`config.mk`:
```
export PLATFORM = sky130hd
export DESIGN_NAME = mem_req_arbiter
export DESIGN_NICKNAME = d
export VERILOG_FILES = /design/src/rtl/mem_req_arbiter_pkg.sv /design/src/rtl/mem_owner_fifo.sv /design/src/rtl/mem_req_arbiter.sv
export SDC_FILE = /design/constraint.sdc
export NUM_CORES = 1
export LEC_CHECK = 0
export CELL_PAD_IN_SITES_DETAIL_PLACEMENT = 0
export CELL_PAD_IN_SITES_GLOBAL_PLACEMENT = 1
export CORE_MARGIN = 4
export CORE_UTILIZATION = 13
export DETAILED_ROUTE_END_ITERATION = 16
export PLACE_DENSITY = 0.9
export SKIP_LAST_GASP = 1
export SYNTH_ARGS = -nofsm -noshare
export SYNTH_HDL_FRONTEND = slang
export SYNTH_HIERARCHICAL = 1
export SYNTH_SLANG_ARGS = --single-unit
```
`constraint.sdc`:
```
create_clock -name clk -period 2.3 [get_ports clk]
set_input_delay 0.46 -clock clk [delete_from_list [all_inputs] [get_ports clk]]
set_output_delay 0.46 -clock clk [all_outputs]
set_load 0.01 [all_outputs]
```
`src/rtl/mem_req_arbiter_pkg.sv`:
```
// mem_req_arbiter_pkg: shared encodings for the fetch/load-store memory arbiter.
//   owner_e      - which requester owns an outstanding memory request
//   SIZE_*       - mem_size / data_size encodings
//   mem_req_bus_w- width of the packed downstream request {req, wr, size, wstrb, addr, wdata}
package mem_req_arbiter_pkg;

   typedef enum logic {
      OWNER_INST = 1'b0,
      OWNER_DATA = 1'b1
   } owner_e;

   localparam logic [1:0] SIZE_BYTE = 2'd0;
   localparam logic [1:0] SIZE_HALF = 2'd1;
   localparam logic [1:0] SIZE_WORD = 2'd2;

   function automatic int mem_req_bus_w(input int addr_w, input int data_w);
      return 1 + 1 + 2 + 4 + addr_w + data_w;
   endfunction

   localparam int MEM_REQ_BUS = mem_req_bus_w(32, 32);

endpackage

```
`src/rtl/mem_owner_fifo.sv`:
```
// mem_owner_fifo: in-order tracker of accepted memory requests, one {owner, discard}
// entry per request still waiting for its response.
//   clk, reset      clock, synchronous active-high reset
//   push, push_owner record a newly accepted request and its owner
//   pop             retire the head entry (its response is on the bus this cycle)
//   flush_inst      mark every inst-owned entry, including one pushed now, as discard
//   head_owner/head_discard  head entry
//   full, empty, count       registered occupancy
module mem_owner_fifo
   import mem_req_arbiter_pkg::*;
#(
   parameter int DEPTH = 2
) (
   input  logic                     clk,
   input  logic                     reset,
   input  logic                     push,
   input  logic                     push_owner,
   input  logic                     pop,
   input  logic                     flush_inst,
   output logic                     head_owner,
   output logic                     head_discard,
   output logic                     full,
   output logic                     empty,
   output logic [$clog2(DEPTH):0]   count
);

   localparam int PW = $clog2(DEPTH);

   logic [DEPTH-1:0] own;
   logic [DEPTH-1:0] disc;
   logic [PW-1:0]    wr_ptr;
   logic [PW-1:0]    rd_ptr;
   logic [PW:0]      cnt;
   logic             do_push;
   logic             do_pop;

   assign full    = (cnt == (PW+1)'(DEPTH));
   assign empty   = (cnt == '0);
   assign count   = cnt;
   assign do_push = push && !full;
   assign do_pop  = pop && !empty;

   assign head_owner   = own[rd_ptr];
   assign head_discard = disc[rd_ptr];

   always_ff @(posedge clk) begin
      if (reset) begin
         wr_ptr <= '0;
         rd_ptr <= '0;
         cnt    <= '0;
         own    <= '0;
         disc   <= '0;
      end else begin
         // Flush may also mark free or just-popped slots; harmless, since a slot's
         // discard bit is rewritten on push and the popped head was already consumed.
         for (int i = 0; i < DEPTH; i++) begin
            if (do_push && wr_ptr == PW'(i)) begin
               own[i]  <= push_owner;
               disc[i] <= flush_inst && (push_owner == OWNER_INST);
            end else if (flush_inst && own[i] == OWNER_INST) begin
               disc[i] <= 1'b1;
            end
         end
         // DEPTH is a power of two, so pointers wrap naturally.
         if (do_push) wr_ptr <= wr_ptr + PW'(1);
         if (do_pop)  rd_ptr <= rd_ptr + PW'(1);
         case ({do_push, do_pop})
            2'b10:   cnt <= cnt + (PW+1)'(1);
            2'b01:   cnt <= cnt - (PW+1)'(1);
            default: cnt <= cnt;
         endcase
      end
   end

endmodule

```
`src/rtl/mem_req_arbiter.sv`:
```
// mem_req_arbiter: shares one SRAM-like memory port between instruction fetch and
// data load/store. Data has priority; a starvation counter forces an inst grant after
// STARVE_LIMIT consecutive data accepts while inst waits. Each accepted request's
// owner is tracked in order so responses are routed back; fetch responses issued
// before an inst_cancel are dropped.
//   clk, reset                        clock, synchronous active-high reset
//   inst_req/addr, inst_addr_ok       fetch request channel
//   inst_data_ok/rdata, inst_cancel   fetch response channel, flush
//   data_req/wr/size/wstrb/addr/wdata, data_addr_ok   load/store request channel
//   data_data_ok/rdata                load/store response channel
//   mem_req/wr/size/wstrb/addr/wdata, mem_addr_ok     downstream request
//   mem_data_ok/rdata                 downstream in-order response
//   busy                              requests outstanding
//   err                               sticky: response arrived with nothing outstanding
module mem_req_arbiter
   import mem_req_arbiter_pkg::*;
#(
   parameter int ADDR_W       = 32,
   parameter int DATA_W       = 32,
   parameter int MAX_OUTST    = 2,
   parameter int STARVE_LIMIT = 4
) (
   input  logic              clk,
   input  logic              reset,
   input  logic              inst_req,
   input  logic [ADDR_W-1:0] inst_addr,
   output logic              inst_addr_ok,
   output logic              inst_data_ok,
   output logic [DATA_W-1:0] inst_rdata,
   input  logic              inst_cancel,
   input  logic              data_req,
   input  logic              data_wr,
   input  logic [1:0]        data_size,
   input  logic [3:0]        data_wstrb,
   input  logic [ADDR_W-1:0] data_addr,
   input  logic [DATA_W-1:0] data_wdata,
   output logic              data_addr_ok,
   output logic              data_data_ok,
   output logic [DATA_W-1:0] data_rdata,
   output logic              mem_req,
   output logic              mem_wr,
   output logic [1:0]        mem_size,
   output logic [3:0]        mem_wstrb,
   output logic [ADDR_W-1:0] mem_addr,
   output logic [DATA_W-1:0] mem_wdata,
   input  logic              mem_addr_ok,
   input  logic              mem_data_ok,
   input  logic [DATA_W-1:0] mem_rdata,
   output logic              busy,
   output logic              err
);

   localparam int SW    = $clog2(STARVE_LIMIT + 1);
   localparam int CW    = $clog2(MAX_OUTST) + 1;
   localparam int REQ_W = mem_req_bus_w(ADDR_W, DATA_W);

   logic [SW-1:0]    starve_cnt;
   logic [CW-1:0]    count;
   logic             full;
   logic             empty;
   logic             head_owner;
   logic             head_discard;
   logic             starved;
   logic             pick_data;
   logic             accept;
   logic             data_acc;
   logic             inst_acc;
   logic             pop;
   logic             push_owner;
   logic [REQ_W-1:0] inst_bus;
   logic [REQ_W-1:0] data_bus;
   logic [REQ_W-1:0] win_bus;
   logic             win_req;

   // ---------------- grant ----------------
   assign starved   = inst_req && (starve_cnt == SW'(STARVE_LIMIT));
   assign pick_data = data_req && !starved;

   // When data is not picked, either inst is requesting or nobody is, so the
   // req bit of the selected bus is exactly "someone wants the port".
   assign inst_bus = {inst_req, 1'b0, SIZE_WORD, 4'b0000, inst_addr, {DATA_W{1'b0}}};
   assign data_bus = {data_req, data_wr, data_size, data_wstrb, data_addr, data_wdata};
   assign win_bus  = pick_data ? data_bus : inst_bus;
   assign {win_req, mem_wr, mem_size, mem_wstrb, mem_addr, mem_wdata} = win_bus;

   assign mem_req      = win_req && !full && !reset;
   assign accept       = mem_req && mem_addr_ok;
   assign data_acc     = accept && pick_data;
   assign inst_acc     = accept && !pick_data;
   assign data_addr_ok = data_acc;
   assign inst_addr_ok = inst_acc;
   assign push_owner   = pick_data ? OWNER_DATA : OWNER_INST;

   // ---------------- response routing ----------------
   assign pop          = mem_data_ok && !empty && !reset;
   assign data_data_ok = pop && (head_owner == OWNER_DATA);
   assign inst_data_ok = pop && (head_owner == OWNER_INST) && !head_discard;
   assign data_rdata   = data_data_ok ? mem_rdata : '0;
   assign inst_rdata   = inst_data_ok ? mem_rdata : '0;
   assign busy         = (count != '0);

   mem_owner_fifo #(
      .DEPTH (MAX_OUTST)
   ) u_fifo (
      .clk          (clk),
      .reset        (reset),
      .push         (accept),
      .push_owner   (push_owner),
      .pop          (pop),
      .flush_inst   (inst_cancel),
      .head_owner   (head_owner),
      .head_discard (head_discard),
      .full         (full),
      .empty        (empty),
      .count        (count)
   );

   // ---------------- starvation guard and protocol error ----------------
   always_ff @(posedge clk) begin
      if (reset) begin
         starve_cnt <= '0;
         err        <= 1'b0;
      end else begin
         if (!inst_req || inst_acc)
            starve_cnt <= '0;
         else if (data_acc && starve_cnt != SW'(STARVE_LIMIT))
            starve_cnt <= starve_cnt + SW'(1);
         if (mem_data_ok && empty)
            err <= 1'b1;
      end
   end

endmodule
```
==> results.py <==
metrics = {
    "worst_setup_path": {
        "cp_top_family": "buffers and inverters",
        "endpoint_kind": "output pin",
        "r2r_start": "u_fifo/count[0]",
        "critPathLaunchType": "flop",
        "cp.arrival_ps": 1810,
        "critical_path.cell_chain": "inv_2 > ha_4 > nand3_4 > nand2_4 > buf_12 > buf_16 > mux2_2 > clkdlybuf4s15_1",
        "criticalPathCategory": "flop to output pin",
        "crit_required_ps": 1840,
        "worst_path_max_delay_cell": "mux2_2",
        "crit_start": "starve_cnt[0]",
        "critPathMaxFanout": 7,
        "critPathMaxStageDelay_ps": 330,
        "critPathBufInv": 4,
    },
    "routing": {
        "drc": 0,
        "wl_per_cell_um": 16.6,
        "wl_mm": 11.9,
        "firstDrtPassIters": 4,
        "detail_route.iter0.violations": 121,
        "viasPerCell": 4.13,
        "vias": 2973,
        "ant_nets": 0,
    },
    "yosys": {
        "ys.flop_type": "dfxtp_1",
        "synth_edf_count": 0,
        "synth_area_leaders": "and3_1, mux2_2, dfxtp_1",
        "synth_top_area_share_pct": 24.1,
        "async_flop_share_pct": 0,
        "ys_ff_latch": 12,
        "ys_types": 35,
        "synth.cell_area_um2": 1820,
        "syn_area_per_cell_um2": 7.66,
        "synthCells": 237,
        "yosysTopAreaCell": "and3_1",
        "synth_nets": 382,
        "ys_seq_area_share_pct": 13.2,
        "ys_warn_count": 6,
    },
    "timing": {
        "hold_ws_ps": 468,
        "relSlewSlack_pct": 78.7,
        "clock_skew_ps": 1.72,
        "setup_viol": 0,
        "finalCritPeriodShare_pct": 98.7,
        "finalSetupTns_ps": 0,
        "rsz0062_at_grt": "yes",
        "period_needed_ps": 2270,
        "max_freq_ghz": 0.441,
        "hold_violations": 0,
        "final_max_slew_viol_count": 0,
        "worst_slew_pin_slew_ps": 312,
    },
    "die": {
        "die_y_um": 126,
        "pin_count": 284,
        "initial_core_util_pct": 13.5,
        "rows": 42,
        "dieArea_um2": 15900,
        "core_um2": 13500,
        "fp.dieW_um": 126,
    },
    "min_path": {
        "holdCritPathClass": "input pin to flop",
        "hold_start": "mem_data_ok",
    },
    "clock_tree": {
        "clk_pin_slew_worst_paths_ps": 40,
        "holdBufCountCts": 0,
        "clock-sinks": 12,
        "cts_tree": "done",
        "insertion_delay_ps": 240,
        "root_buffer": "clkbuf_16",
        "htreeDepth": 1,
        "cts_buffers": 3,
        "cts_buffer_depth": 2,
    },
    "grt": {
        "grtUsageTotal_pct": 13.9,
        "grtUsageMet3_pct": 3.05,
        "busiest_layer": "met2",
        "grt_util_met1_pct": 15.6,
        "grt_pass1_vias": 3203,
        "grt_max_degree": 40,
        "grt_util_met2_pct": 27.0,
        "grt_overflow": 0,
        "grt_first_pass_wirelength_mm": 17.9,
        "grt_antenna_before_repair": 0,
    },
    "cells_and_area": {
        "num_antenna_cells": 0,
        "syn_to_final_growth_pct": 180,
        "final_common_cell": "clkdlybuf4s50_1",
        "nets": 689,
        "n_fill_cell": 1443,
        "drive_above_1_share_pct": 27.4,
        "final_cell_mix": "clkdlybuf4s50_1, and3_1, dlygate4sd2_1",
    },
    "place": {
        "globalplace.congestion": 0.841,
        "port_buffers": 283,
        "hpwl_mm": 9.53,
    },
    "status": {
        "outcome": "complete, no violations",
    },
    "power_and_ir_drop": {
        "peakVddDrop_uv": 147,
        "cellLeakagePower_nw": 2.77,
        "powerDensity_nw_per_um2": 251,
    },
    "flow_run": {
        "drv_cap": 0,
    },
}
==> timing repair <==
| action | CTS | global route |
|---|---|---|
| resized for setup | 268 | 69 |
| pin swaps | 4 | 3 |
| gates cloned | 5 | 0 |
| endpoints found under the setup margin | 140 | 94 |
| buffers inserted | 9 | 4 |
==> metal layers <==
| metal | vias to the layer above | routed length, um |
|---|---|---|
| li1 | 1460 | - |
| met5 | - | 0 |
| met1 | 1401 | 4510 |
| met2 | 102 | 6720 |
| met4 | 0 | 111 |
| met3 | 10 | 590 |
==> power by group <==
group	internal [W]	switching [W]
combinational	0.000441	0.000254
clock	0.000263	0.0000938
sequential	0.000219	0.00000719
==> worst paths after layout <==
kind	endpoint	slack, ps	depth (start not counted)
max	mem_addr[23]	30	8
min	err	470	3
max reg2reg	u_fifo/count[1]	150	11
min reg2reg	err	470	2
==> synth_stat cells (all sizes together) (3+ instances only) <==
cell type and count:
and3 70, mux2 34, and2 33, clkbuf 14
dfxtp 12, inv 8, a21oi 7, buf 6
nor2 6, nand2 5, nand2b 5, o21ai 5
ha 3, nand3 3, nand4 3, nor2b 3
==> stage by stage <==
| stage | total power [W] | cells | area [um2] | utilization (%) | setup slack (ps) |
|---|---|---|---|---|---|
| after floorplan | 0.000445 | 237 | 1820 | - | 302 |
| after global placement | 0.000937 | 699 | 4960 | 36.8 | -441 |
| after detailed placement | 0.000949 | 699 | 4960 | 36.8 | -485 |
| after CTS | 0.00130 | 717 | 5220 | 38.8 | -27.2 |
| after global routing | 0.00135 | 719 | 5080 | 37.8 | -54.6 |
| final | 0.00128 | 719 | 5080 | 37.8 | 30.9 |
==> layout make-up <==
cell class                      count  area, um2  area share [%]
Timing Repair Buffer              322       3000            59.1
Multi-Input combinational cell    197       1490            29.4
Sequential cell                    12        244            4.80
Tap cell                          176        220            4.33
Clock buffer                        4       88.8            1.75
Inverter                            8       32.5           0.640
==> worst register-to-register path, stage by stage, from the launching register on <==
cell      delay, ps
dfxtp_2         340
buf_4           140
nand2b_4        150
inv_4            60
nand2b_1        180
buf_4           150
nor2_1          150
nand2_1          80
ha_1            290
buf_4           150
o21ai_0         240
a21oi_1         100
==> kinds of logic after synthesis <==
family          after synthesis  share of synthesized area [%]
simple gates                138                           47.9
mux                          34                           21.1
buf+inv                      28                           7.79
compound gates               19                           6.48
flops                        12                           13.2
xor+xnor                      3                           1.45
fa+ha+maj                     3                           2.07
==> registers in the layout (all words and copies together) (netlist names) <==
name and cells:
err 1, starve_cnt 3, u_fifo/count 2, u_fifo/disc 2
u_fifo/own 2, u_fifo/rd_ptr 1, u_fifo/wr_ptr 1
Note: power is estimated with default switching activity, not from simulation.
